[config.mk]
export PLATFORM = sky130hd
export DESIGN_NAME = fetch_unit
export DESIGN_NICKNAME = d
export VERILOG_FILES = /design/src/rtl/fetch_unit.sv
export SDC_FILE = /design/constraint.sdc
export NUM_CORES = 1
export LEC_CHECK = 0
export BUFFER_PORTS_ARGS = -buffer_cell sky130_fd_sc_hd__buf_2
export CAP_MARGIN = 20
export CORE_ASPECT_RATIO = 1.1
export CORE_MARGIN = 1
export CORE_UTILIZATION = 52
export CTS_BUF_LIST = sky130_fd_sc_hd__clkbuf_8
export DETAILED_ROUTE_END_ITERATION = 12
export GPL_TIMING_DRIVEN = 0
export PLACE_DENSITY = 0.79
export SETUP_SLACK_MARGIN = 0.4
export SYNTH_ARGS = -nofsm -noshare
export SYNTH_HDL_FRONTEND = slang
export SYNTH_SLANG_ARGS = --single-unit
[constraint.sdc]
create_clock -name i_clk -period 9.4 [get_ports i_clk]
set_input_delay 0 -clock i_clk [delete_from_list [all_inputs] [get_ports i_clk]]
set_output_delay 0 -clock i_clk [all_outputs]
set_load 0.02 [all_outputs]
[src/rtl/fetch_unit.sv]
// fetch_unit: RISC-V instruction fetch stage. Owns the PC, fetches words over a
// req/gnt/rvalid port and buffers them in a small FIFO for the decode stage.
module fetch_unit #(
  parameter int unsigned     XLEN     = 32,
  parameter logic [XLEN-1:0] RESET_PC = '0,
  parameter int unsigned     DEPTH    = 2
) (
  input  logic            i_clk,
  input  logic            i_rst_n,
  output logic            o_imem_req,
  output logic [XLEN-1:0] o_imem_addr,
  input  logic            i_imem_gnt,
  input  logic            i_imem_rvalid,
  input  logic [31:0]     i_imem_rdata,
  output logic            o_valid,
  input  logic            i_ready,
  output logic [31:0]     o_instr,
  output logic [XLEN-1:0] o_pc,
  output logic [XLEN-1:0] o_pcplus4,
  input  logic            i_redirect,
  input  logic [XLEN-1:0] i_redirect_pc
);

  localparam int unsigned PTR_W = (DEPTH > 1) ? $clog2(DEPTH) : 1;
  localparam int unsigned CNT_W = $clog2(DEPTH + 1);
  localparam logic [31:0] NOP   = 32'h0000_0013;

  typedef enum logic [1:0] {S_REQ, S_WAIT, S_DROP} state_t;

  state_t            state;
  logic [XLEN-1:0]   fetch_pc;
  logic [XLEN-1:0]   inflight_pc;
  logic [XLEN-1:0]   fifo_pc    [DEPTH];
  logic [31:0]       fifo_instr [DEPTH];
  logic [PTR_W-1:0]  rd_ptr;
  logic [PTR_W-1:0]  wr_ptr;
  logic [CNT_W-1:0]  count;
  logic [CNT_W:0]    occupancy;
  logic              space;
  logic              accept;
  logic              push;
  logic              pop;
  logic              redirect_pc_unused;

  function automatic logic [PTR_W-1:0] ptr_inc(input logic [PTR_W-1:0] p);
    return (p == PTR_W'(DEPTH - 1)) ? '0 : p + PTR_W'(1);
  endfunction

  // An outstanding request already owns a FIFO slot, so a new fetch needs room beyond it.
  assign occupancy   = {1'b0, count} + {{CNT_W{1'b0}}, state != S_REQ};
  assign space       = occupancy < (CNT_W + 1)'(DEPTH);
  assign o_imem_req  = space && !i_redirect &&
                       (state == S_REQ || (state == S_WAIT && i_imem_rvalid));
  assign o_imem_addr = fetch_pc;
  assign accept      = o_imem_req && i_imem_gnt;
  assign push        = (state == S_WAIT) && i_imem_rvalid && !i_redirect;

  assign o_valid   = (count != '0);
  assign pop       = o_valid && i_ready && !i_redirect;
  assign o_instr   = o_valid ? fifo_instr[rd_ptr] : NOP;
  assign o_pc      = o_valid ? fifo_pc[rd_ptr] : '0;
  assign o_pcplus4 = o_pc + XLEN'(4);

  assign redirect_pc_unused = ^i_redirect_pc[1:0];

  always_ff @(posedge i_clk or negedge i_rst_n) begin
    if (!i_rst_n) begin
      state       <= S_REQ;
      fetch_pc    <= RESET_PC;
      inflight_pc <= '0;
    end else if (i_redirect) begin
      fetch_pc <= {i_redirect_pc[XLEN-1:2], 2'b00};
      // A request still in flight must have its response swallowed in DROP.
      if (state != S_REQ) state <= i_imem_rvalid ? S_REQ : S_DROP;
    end else begin
      if (accept) begin
        inflight_pc <= fetch_pc;
        fetch_pc    <= fetch_pc + XLEN'(4);
      end
      case (state)
        S_REQ:   if (accept) state <= S_WAIT;
        S_WAIT:  if (i_imem_rvalid) state <= accept ? S_WAIT : S_REQ;
        S_DROP:  if (i_imem_rvalid) state <= S_REQ;
        default: state <= S_REQ;
      endcase
    end
  end

  always_ff @(posedge i_clk or negedge i_rst_n) begin
    if (!i_rst_n) begin
      rd_ptr <= '0;
      wr_ptr <= '0;
      count  <= '0;
    end else if (i_redirect) begin
      rd_ptr <= '0;
      wr_ptr <= '0;
      count  <= '0;
    end else begin
      if (push) wr_ptr <= ptr_inc(wr_ptr);
      if (pop)  rd_ptr <= ptr_inc(rd_ptr);
      if (push && !pop)      count <= count + CNT_W'(1);
      else if (pop && !push) count <= count - CNT_W'(1);
    end
  end

  always_ff @(posedge i_clk) begin
    if (push) begin
      fifo_pc[wr_ptr]    <= inflight_pc;
      fifo_instr[wr_ptr] <= i_imem_rdata;
    end
  end

endmodule

==> results of run 1 <==
## cell type report
class	count	share of cell area, %
inverter	17	0.567
timing repair buffer	265	15.3
clock inverter	15	1.49
buffer	43	2.28
multi-input combinational	508	28.3
clock buffer	17	2.08
sequential	190	47.7
tap	204	2.27
## cell families after synthesis
logic type / synth area share (%)
AND/OR/NAND/NOR: 17.5
flip-flops: 60.7
AO/OA/AOI/OAI: 7.48
multiplexers: 7.14
buffers and inverters: 3.62
XOR/XNOR: 3.17
adder cells (fa/ha/maj): 0.283
other: 0.0424
## state kept, by name (all words and copies together) (netlist names)
name / cells
count: 2
fifo_instr: 64
fifo_pc: 60
inflight_pc: 30
o_imem_addr: 30
rd_ptr: 1
state: 2
wr_ptr: 1
## how the worst max path moves through the flow
stage                           from           endpoint  slack [ns]  depth (start not counted)
after floorplan             state[1]   fifo_instr[1][0]        3.57                          2
after global placement    i_redirect  fifo_instr[1][15]        1.02                          4
after detailed placement      rd_ptr      o_pcplus4[26]        5.61                         14
after CTS                     rd_ptr      o_pcplus4[26]        5.06                         14
after global routing          rd_ptr      o_pcplus4[26]        4.85                         14
final                         rd_ptr      o_pcplus4[26]        5.19                         14
## stage by stage
stage | setup WS [ns] | utilization, % | std cells | instance area (µm²) | hold WS (ns)
floorplan | 3.57 | - | 758 | 8870 | -0.296
global placement | 1.02 | 61.1 | 1152 | 10100 | 0.188
detailed placement | 5.61 | 61.9 | 1162 | 10200 | 0.154
CTS | 5.06 | 68.3 | 1259 | 11300 | 0.0884
global route | 4.85 | 68.3 | 1259 | 11300 | 0.123
finish | 5.19 | 68.3 | 1259 | 11300 | 0.107
## per-layer routing
metal  GRT usage (%)  part of all wire [%]
met3            5.63                   7.5
met1            32.5                    40
met5               0                     0
met2            45.5                    50
met4            9.70                   2.3
## power by group through the flow
stage / registers (mW) / logic, mW / clock network [mW]
after global routing: 1.02 / 0.282 / 0.581
after floorplan: 1.03 / 0.131 / 0
final: 1.02 / 0.259 / 0.539
after global placement: 1.03 / 0.225 / 0
after CTS: 1.02 / 0.256 / 0.549
after detailed placement: 1.03 / 0.234 / 0
## cell usage in the layout (no fill, tap or decap), types with 7 or more instances in the layout
cell type      Yosys  final
dfrtp_1           66     66
buf_6              5     13
inv_1             17     17
nand4_1           11     11
nor2_1            74     74
clkbuf_8           0     17
xnor2_1           16     16
mux2i_1           62     62
o311ai_0          11     11
nand3b_1           7      7
nand2_1          131    131
a21oi_1            7      7
o21ai_0           27     27
edfxtp_1         124    124
buf_2             16    205
dlygate4sd3_1      0     65
nor3_1            13     12
nand3_1           28     28
clkbuf_1          11     11
o211ai_1          10     10
buf_4              7      8
xor2_1            16     16
## cell usage after synthesis (13+ instances only)
| library cell | instances | area, µm² |
|---|---|---|
| buf_2 | 16 | 80.1 |
| dfrtp_1 | 66 | 1650 |
| edfxtp_1 | 124 | 3720 |
| inv_1 | 17 | 63.8 |
| mux2i_1 | 62 | 621 |
| nand2_1 | 131 | 492 |
| nand3_1 | 28 | 140 |
| nor2_1 | 74 | 278 |
| nor3_1 | 13 | 65.1 |
| o21ai_0 | 27 | 135 |
| xnor2_1 | 16 | 140 |
| xor2_1 | 16 | 140 |
## critical path, cell delays in order (launching register included)
cell	delay, ns
dfrtp_1	0.35
buf_6	0.16
buf_6	0.17
buf_4	0.22
buf_2	0.32
buf_2	0.37
mux2i_1	0.12
nor2_1	0.16
ha_1	0.29
nand4b_1	0.14
a211oi_2	0.42
nand4_2	0.30
nor3_1	0.29
xor2_1	0.22
buf_2	0.19
==> results.yml, run 1 <==
cts:
  path_clk_slew_ns: 0.10
  clkLatencyLatePin_ns: 0.48
  cts.htree.levels: 4
  cts_resized: 0
  cts_root_buf: "clkbuf_8"
  cts.sinks: 190
  cts.hold.buffers_added: 65
  post_cts_buffers: 0
  cts_tree: "yes"
  cts_buffers: 17
  clk_path_buf_depth: 2
worst_setup_path:
  rr_endpoint: "o_imem_addr[31]"
  worstRegToRegCells: 5
  worstPathRequired_ns: 9.40
  path_class: "reg -> out"
  start_kind: "register"
  r2r_setup_slack_ns: 7.07
  end_kind: "output pin"
  crit_fanout: 10
  cp_data_arrival_time_ns: 4.21
  timing.rr.start: "o_imem_addr[4]"
floorplan:
  design.die.area_mm2: 0.0175
  rows: 49
  io_pins: 200
  die_w_um: 126
  core_area_mm2: 0.0165
  die-height_um: 139
  initial_core_util_pct: 53.7
yosys:
  ys.warnings.count: 0
  synth_edf_count: 124
  netlist-cell-type-count: 63
  ys_seq_area_share_pct: 60.7
  synthArstFlopShare_pct: 34.7
  synth_seq_cells: 190
  synth_cells: 753
  syn-cell-area_mm2: 0.00885
  synth_flop_cell: "edfxtp_1"
  syn_avg_cell_area_um2: 11.8
outcome:
  status: "completed"
power:
  pwr-share-seq_pct: 56.0
  power_density_mw_per_mm2: 161
  share_comb_of_total_power_pct: 14.2
  intPower_mw: 1.28
  clock_power_share_pct: 29.7
  p_sw_mw: 0.530
  p_leak_nw: 4.67
  ir_drop_uv: 107
  finalPower_mw: 1.81
  swShare_pct: 29.2
drt:
  antenna_left: 0
  post_drt_wl_per_cell_um: 17.8
  drc: 0
  first_iter_violations: 489
  wl_um: 22400
  dr.pass1.iters: 5
  dr_total_vias: 6952
  vias_per_cell: 5.52
sta:
  post-route-period-util_pct: 44.8
  rsz0062_at_grt: "no"
  setup_tns_ns: 0
  worstMarginPinSlew_ns: 0.861
  skew_ns: 0.0129
  min_period_ns: 4.21
  setup_viol: 0
  final-hold-violation-count: 0
  max_freq_mhz: 237
  report.final.slew_viol_count: 0
  relSlewSlack_pct: 42.1
grt:
  grt_pass1_wl_um: 35400
  first_global_vias: 6897
  grt_max_degree: 67
  track_usage_pct: 26.4
  grt-ovfl-total: 0
  antenna_found_initial: 0
layout:
  fill_cells: 1166
  drive_above_1_share_pct: 28.0
  regArea_mm2: 0.00538
  area_growth_pct: 27.2
  multi_input_area_mm2: 0.00318
  antenna_cells: 0
  layout.nets: 1114
min_path:
  hp-start: "i_imem_gnt"
  hold_end: "o_imem_addr[28]"
  worstHoldPathCells: 4
  hp-class: "in -> reg"
place:
  place_congestion: 0.957
  io_buffers: 190
  dp_hpwl_um: 15800
job:
  max-cap-violations: 0
Note: power is estimated with default switching activity, not from simulation.
==> inputs of run 2 (changes only) <==
==> constraint.sdc (replaced) <==
create_clock -name i_clk -period 4.34 [get_ports i_clk]
set_input_delay 0 -clock i_clk [delete_from_list [all_inputs] [get_ports i_clk]]
set_output_delay 0 -clock i_clk [all_outputs]
set_load 0.02 [all_outputs]
==> run 2 against run 1 <==
- combinational power rose by 120%
- highest routed layer unchanged
- count of clock-buffer cells in the layout did not move
- routed wire length grew 1.2%
- via count grew 0.93%
- clock skew rose by 0.0046 ns
- register-to-register slack lost 5.2 ns
- first-iteration DRC count grew 3.9%
- worst hold slack got worse by 0.036 ns
- clock power grew 100%
==> results.yml, run 2 (synthesized netlist as in run 1, its figures left out) <==
worst_setup_path:
  slowest_delay_ns: 0.44
  cp-startpoint: "count[0]"
  endpoint: "o_pcplus4[18]"
  crit_top_cell: "buf_2"
  end_kind: "output pin"
  path_cells: "nor2_4 -> buf_6 -> buf_6 -> buf_2 -> buf_2 -> nor2_1 -> ha_2 -> nand4_1 -> a211oi_4 -> nand4_4 -> a211o_1 -> xnor2_1 -> buf_2"
  start_kind: "register"
  rr_endpoint: "fifo_instr[1][15]"
  cp_data_arrival_time_ns: 3.76
  timing.rr.start: "state[1]"
  crit_fanout: 10
  r2r_setup_slack_ns: 1.91
  worstPathRequired_ns: 4.34
  worstRegToRegCells: 4
  path_class: "reg -> out"
  cpMaxStageDelayCell: "dfrtp_1"
sta:
  setup_viol: 0
  max_freq_mhz: 266
  report.final.slew_viol_count: 0
  skew_ns: 0.0176
  rsz0062_at_grt: "no"
  post-route-period-util_pct: 86.6
  worstMarginPinSlew_ns: 0.861
  min_period_ns: 3.76
  relSlewSlack_pct: 42.6
  final-hold-violation-count: 0
cts:
  cts_root_buf: "clkbuf_8"
  cts.htree.levels: 4
  clk_path_buf_depth: 2
  cts.sinks: 190
  cts_tree: "yes"
  cts_buffers: 17
  path_clk_slew_ns: 0.09
  clkLatencyLatePin_ns: 0.47
drt:
  post_drt_wl_per_cell_um: 18.0
  antenna_left: 0
  vias_per_cell: 5.58
  dr_total_vias: 7017
  wl_um: 22700
  first_iter_violations: 508
  dr.pass1.iters: 8
  drc: 0
layout:
  utilization_pct: 68.5
  regArea_mm2: 0.00538
  largest_register_ffs: 64
  final_common_cell: "buf_2"
  fill_cells: 1195
  final_cell_mix: "buf_2 (203), nand2_1 (131), edfxtp_1 (124)"
  area_growth_pct: 27.7
  antenna_cells: 0
  multi_input_area_mm2: 0.00324
  top_register: "fifo_instr"
  reg_top3: "fifo_instr x64, fifo_pc x60"
  drive_above_1_share_pct: 27.9
  layout.nets: 1112
floorplan:
  core_area_mm2: 0.0165
  rows: 49
  initial_core_util_pct: 53.7
  io_pins: 200
  die_w_um: 126
  design.die.area_mm2: 0.0175
  die-height_um: 139
job:
  max-cap-violations: 0
place:
  place_congestion: 0.913
  io_buffers: 190
  dp_hpwl_um: 16000
grt:
  track_usage_pct: 26.5
  grt_max_degree: 67
  antenna_found_initial: 0
  grt-ovfl-total: 0
  grt_pass1_wl_um: 35900
  first_global_vias: 6944
power:
  finalPower_mw: 3.87
  power_density_mw_per_mm2: 342
  ir_drop_uv: 187
  p_leak_nw: 4.68
outcome:
  status: "completed"
min_path:
  hp-class: "in -> reg"
-- run 2: cell count changes in the layout (fill, tap and decap cells not counted), sizes merged --
| cell | change |
|---|---|
| inv | -3 |
| buf | -2 |
| clkinv | +2 |
| clkinvlp | +1 |
-- run 2: layout make-up --
class	instances	share of cell area, %
Buffer	43	2.38
Tap cell	204	2.26
Inverter	17	0.564
Clock inverter	15	1.22
Multi-Input combinational cell	508	28.7
Clock buffer	17	2.07
Sequential cell	190	47.6
Timing Repair Buffer	263	15.3
-- run 2: critical path, delay by kind of cell (launching register included) --
| family | cells | cell delay (ns) |
|---|---|---|
| AND/OR/NAND/NOR | 4 | 0.77 |
| adder cells (fa/ha/maj) | 1 | 0.27 |
| flip-flops | 1 | 0.44 |
| XOR/XNOR | 1 | 0.12 |
| AO/OA/AOI/OAI | 2 | 0.73 |
| buffers and inverters | 5 | 0.95 |
-- run 2: worst min-delay path by stage --
| stage | start | end | cells after the start |
|---|---|---|---|
| global route | i_redirect | o_imem_addr[29] | 4 |
| CTS | i_redirect | o_imem_addr[29] | 4 |
| floorplan | i_rst_n | count[0] | 0 |
| global placement | i_imem_rdata[11] | fifo_instr[0][11] | 1 |
| finish | i_redirect | o_imem_addr[29] | 4 |
| detailed placement | i_rst_n | o_imem_addr[19] | 1 |
-- run 2: report_power, final --
| part | switching (mW) | internal (mW) | total [mW] |
|---|---|---|---|
| Combinational | 0.343 | 0.222 | 0.564 |
| Clock | 0.638 | 0.462 | 1.10 |
| Sequential | 0.125 | 2.08 | 2.20 |
-- run 2: per-layer routing --
metal	GRT usage (%)	wire, µm	up-vias
li1	-	-	3275
met1	32.7	8930	3329
met2	45.4	11300	366
met3	5.25	1870	47
met4	11.2	547	0
met5	0	0	-
-- run 2: what timing repair did --
action / in CTS / in global routing
setup buffers: 0 / 1
gates resized for setup: 5 / 7
endpoints found under the setup margin: 9 / 8
hold buffers: 65 / 0
endpoints found under the hold margin: 164 / 0
pin swaps: 0 / 2
-- run 2: per-stage QoR --
step | cells | setup slack, ns | hold slack [ns] | setup TNS (ns) | instance area [µm²]
floorplan | 758 | 0.669 | -0.296 | 0 | 8880
global placement | 1152 | -0.690 | 0.188 | -84.10 | 10100
detailed placement | 1159 | 0.631 | 0.159 | 0 | 10200
CTS | 1256 | 0.454 | 0.0392 | 0 | 11300
global route | 1257 | 0.404 | 0.0871 | 0 | 11300
finish | 1257 | 0.580 | 0.0715 | 0 | 11300
==> inputs of run 3 (changes only) <==
==> constraint.sdc (replaced) <==
create_clock -name i_clk -period 4.34 [get_ports i_clk]
set_input_delay 0.651 -clock i_clk [delete_from_list [all_inputs] [get_ports i_clk]]
set_output_delay 0.651 -clock i_clk [all_outputs]
set_load 0.01 [all_outputs]
==> run 3 against run 2 <==
- core utilization is 3.0 points lower
- clock power about the same
- die area unchanged
- maximum frequency fell by 3.1%
- clock skew hardly changed
- flip-flop and latch count unchanged
- via count fell by 3.9%
- cell count shrank 4.2%
- first-iteration DRC count up 5.3%
- worst hold slack gained 0.21 ns
- sequential power is essentially flat
- total power down 2.4%
- critical path type unchanged
==> results.yml, run 3 (synthesized netlist as in run 1, its figures left out) <==
power:
  p_leak_nw: 4.48
  ir_drop_uv: 186
  power_density_mw_per_mm2: 349
  finalPower_mw: 3.78
layout:
  fill_cells: 1237
  reg_top3: "fifo_instr x64, fifo_pc x60"
  top_register: "fifo_instr"
  regArea_mm2: 0.00538
  multi_input_area_mm2: 0.00326
  layout.nets: 1059
  area_growth_pct: 22.2
  largest_register_ffs: 64
  antenna_cells: 0
  utilization_pct: 65.6
  final_cell_mix: "buf_2 (201), nand2_1 (130), edfxtp_1 (124)"
  drive_above_1_share_pct: 31.0
  final_common_cell: "buf_2"
job:
  max-cap-violations: 0
drt:
  antenna_left: 0
  post_drt_wl_per_cell_um: 18.2
  vias_per_cell: 5.60
  dr.pass1.iters: 5
  first_iter_violations: 535
  drc: 0
  wl_um: 21900
  dr_total_vias: 6745
sta:
  worstMarginPinSlew_ns: 0.856
  post-route-period-util_pct: 89.5
  relSlewSlack_pct: 42.9
  report.final.slew_viol_count: 0
  min_period_ns: 3.88
  setup_viol: 0
  skew_ns: 0.0174
  max_freq_mhz: 258
  rsz0062_at_grt: "yes"
  final-hold-violation-count: 0
cts:
  cts.hold.buffers_added: 0
  cts_root_buf: "clkbuf_8"
  cts_tree: "yes"
  clkLatencyLatePin_ns: 0.46
  cts.sinks: 190
  path_clk_slew_ns: 0.10
  cts.htree.levels: 4
  cts_buffers: 17
  clk_path_buf_depth: 2
worst_setup_path:
  crit_top_cell: "buf_12"
  path_cells: "buf_6 -> buf_8 -> buf_12 -> buf_12 -> buf_12 -> mux2i_1 -> nor2_4 -> ha_4 -> nand4b_1 -> a211oi_4 -> buf_4 -> nand4_4 -> a211o_1 -> xnor2_1 -> buf_2"
  cpMaxStageDelayCell: "dfrtp_1"
  start_kind: "register"
  cp_data_arrival_time_ns: 3.23
  path_class: "reg -> out"
  end_kind: "output pin"
  crit_fanout: 8
  slowest_delay_ns: 0.38
  worstPathRequired_ns: 3.69
place:
  dp_hpwl_um: 16000
  place_congestion: 0.913
  io_buffers: 190
grt:
  antenna_found_initial: 0
  grt_max_degree: 67
  track_usage_pct: 25.6
  grt_pass1_wl_um: 34500
  grt-ovfl-total: 0
  first_global_vias: 6630
outcome:
  status: "completed"
floorplan:
  die-height_um: 139
  core_area_mm2: 0.0165
  die_w_um: 126
  rows: 49
  io_pins: 200
  design.die.area_mm2: 0.0175
  initial_core_util_pct: 53.7
min_path:
  hp-class: "in -> async"
## run 3: path summary, 6_finish.rpt
kind,from,endpoint,slack (ns),depth (start not counted)
max,rd_ptr,o_pcplus4[18],0.46,15
min,i_rst_n,o_imem_addr[23],0.28,1
max reg2reg,state[1],fifo_instr[1][18],1.91,4
min reg2reg,inflight_pc[21],fifo_pc[0][21],0.48,0
max in group asynchronous,i_rst_n,count[1],3.45,1
min in group i_clk,i_imem_rdata[27],fifo_instr[1][27],0.37,1
## run 3: cell type report
class	count	share of cell area, %
Buffer	43	2.92
Sequential cell	190	49.7
Clock inverter	15	1.27
Timing Repair Buffer	210	10.8
Inverter	17	0.590
Multi-Input combinational cell	508	30.1
Tap cell	204	2.36
Clock buffer	17	2.16
## run 3: layer usage
layer	global-route usage, %	share of wire (%)
met5	0	0
met4	11.2	2.9
met3	5.40	8.7
met2	42.7	49
met1	32.1	39
## run 3: metrics by stage
step	hold WS, ns	TNS [ns]	area [µm²]	instances	setup slack, ns
2_1_floorplan	0.355	0	8880	758	0.167
3_3_place_gp	0.450	-164.83	10100	1152	-1.34
3_5_place_dp	0.459	0	10200	1159	0.0131
4_1_cts	0.291	0	10800	1202	0.342
5_1_grt	0.335	0	10800	1204	0.299
6_report	0.281	0	10800	1204	0.458
## run 3: power by group
part	switching [mW]	leakage, nW	internal, mW
clock	0.635	0.185	0.463
combinational	0.286	2.35	0.191
sequential	0.122	1.95	2.08
total	1.04	4.48	2.73
## run 3: repair_timing
item / 4_1_cts / 5_1_grt
buffers inserted: 11 / 2
gates resized for setup: 21 / 10
endpoints found under the setup margin: 14 / 11
pin swaps: 8 / 7
## run 3: critical path, delay by kind of cell (launching register included)
| family | cells | cell delay [ns] |
|---|---|---|
| flip-flops | 1 | 0.38 |
| adder cells (fa/ha/maj) | 1 | 0.16 |
| multiplexers | 1 | 0.15 |
| AND/OR/NAND/NOR | 3 | 0.48 |
| AO/OA/AOI/OAI | 2 | 0.57 |
| buffers and inverters | 7 | 0.92 |
| XOR/XNOR | 1 | 0.12 |
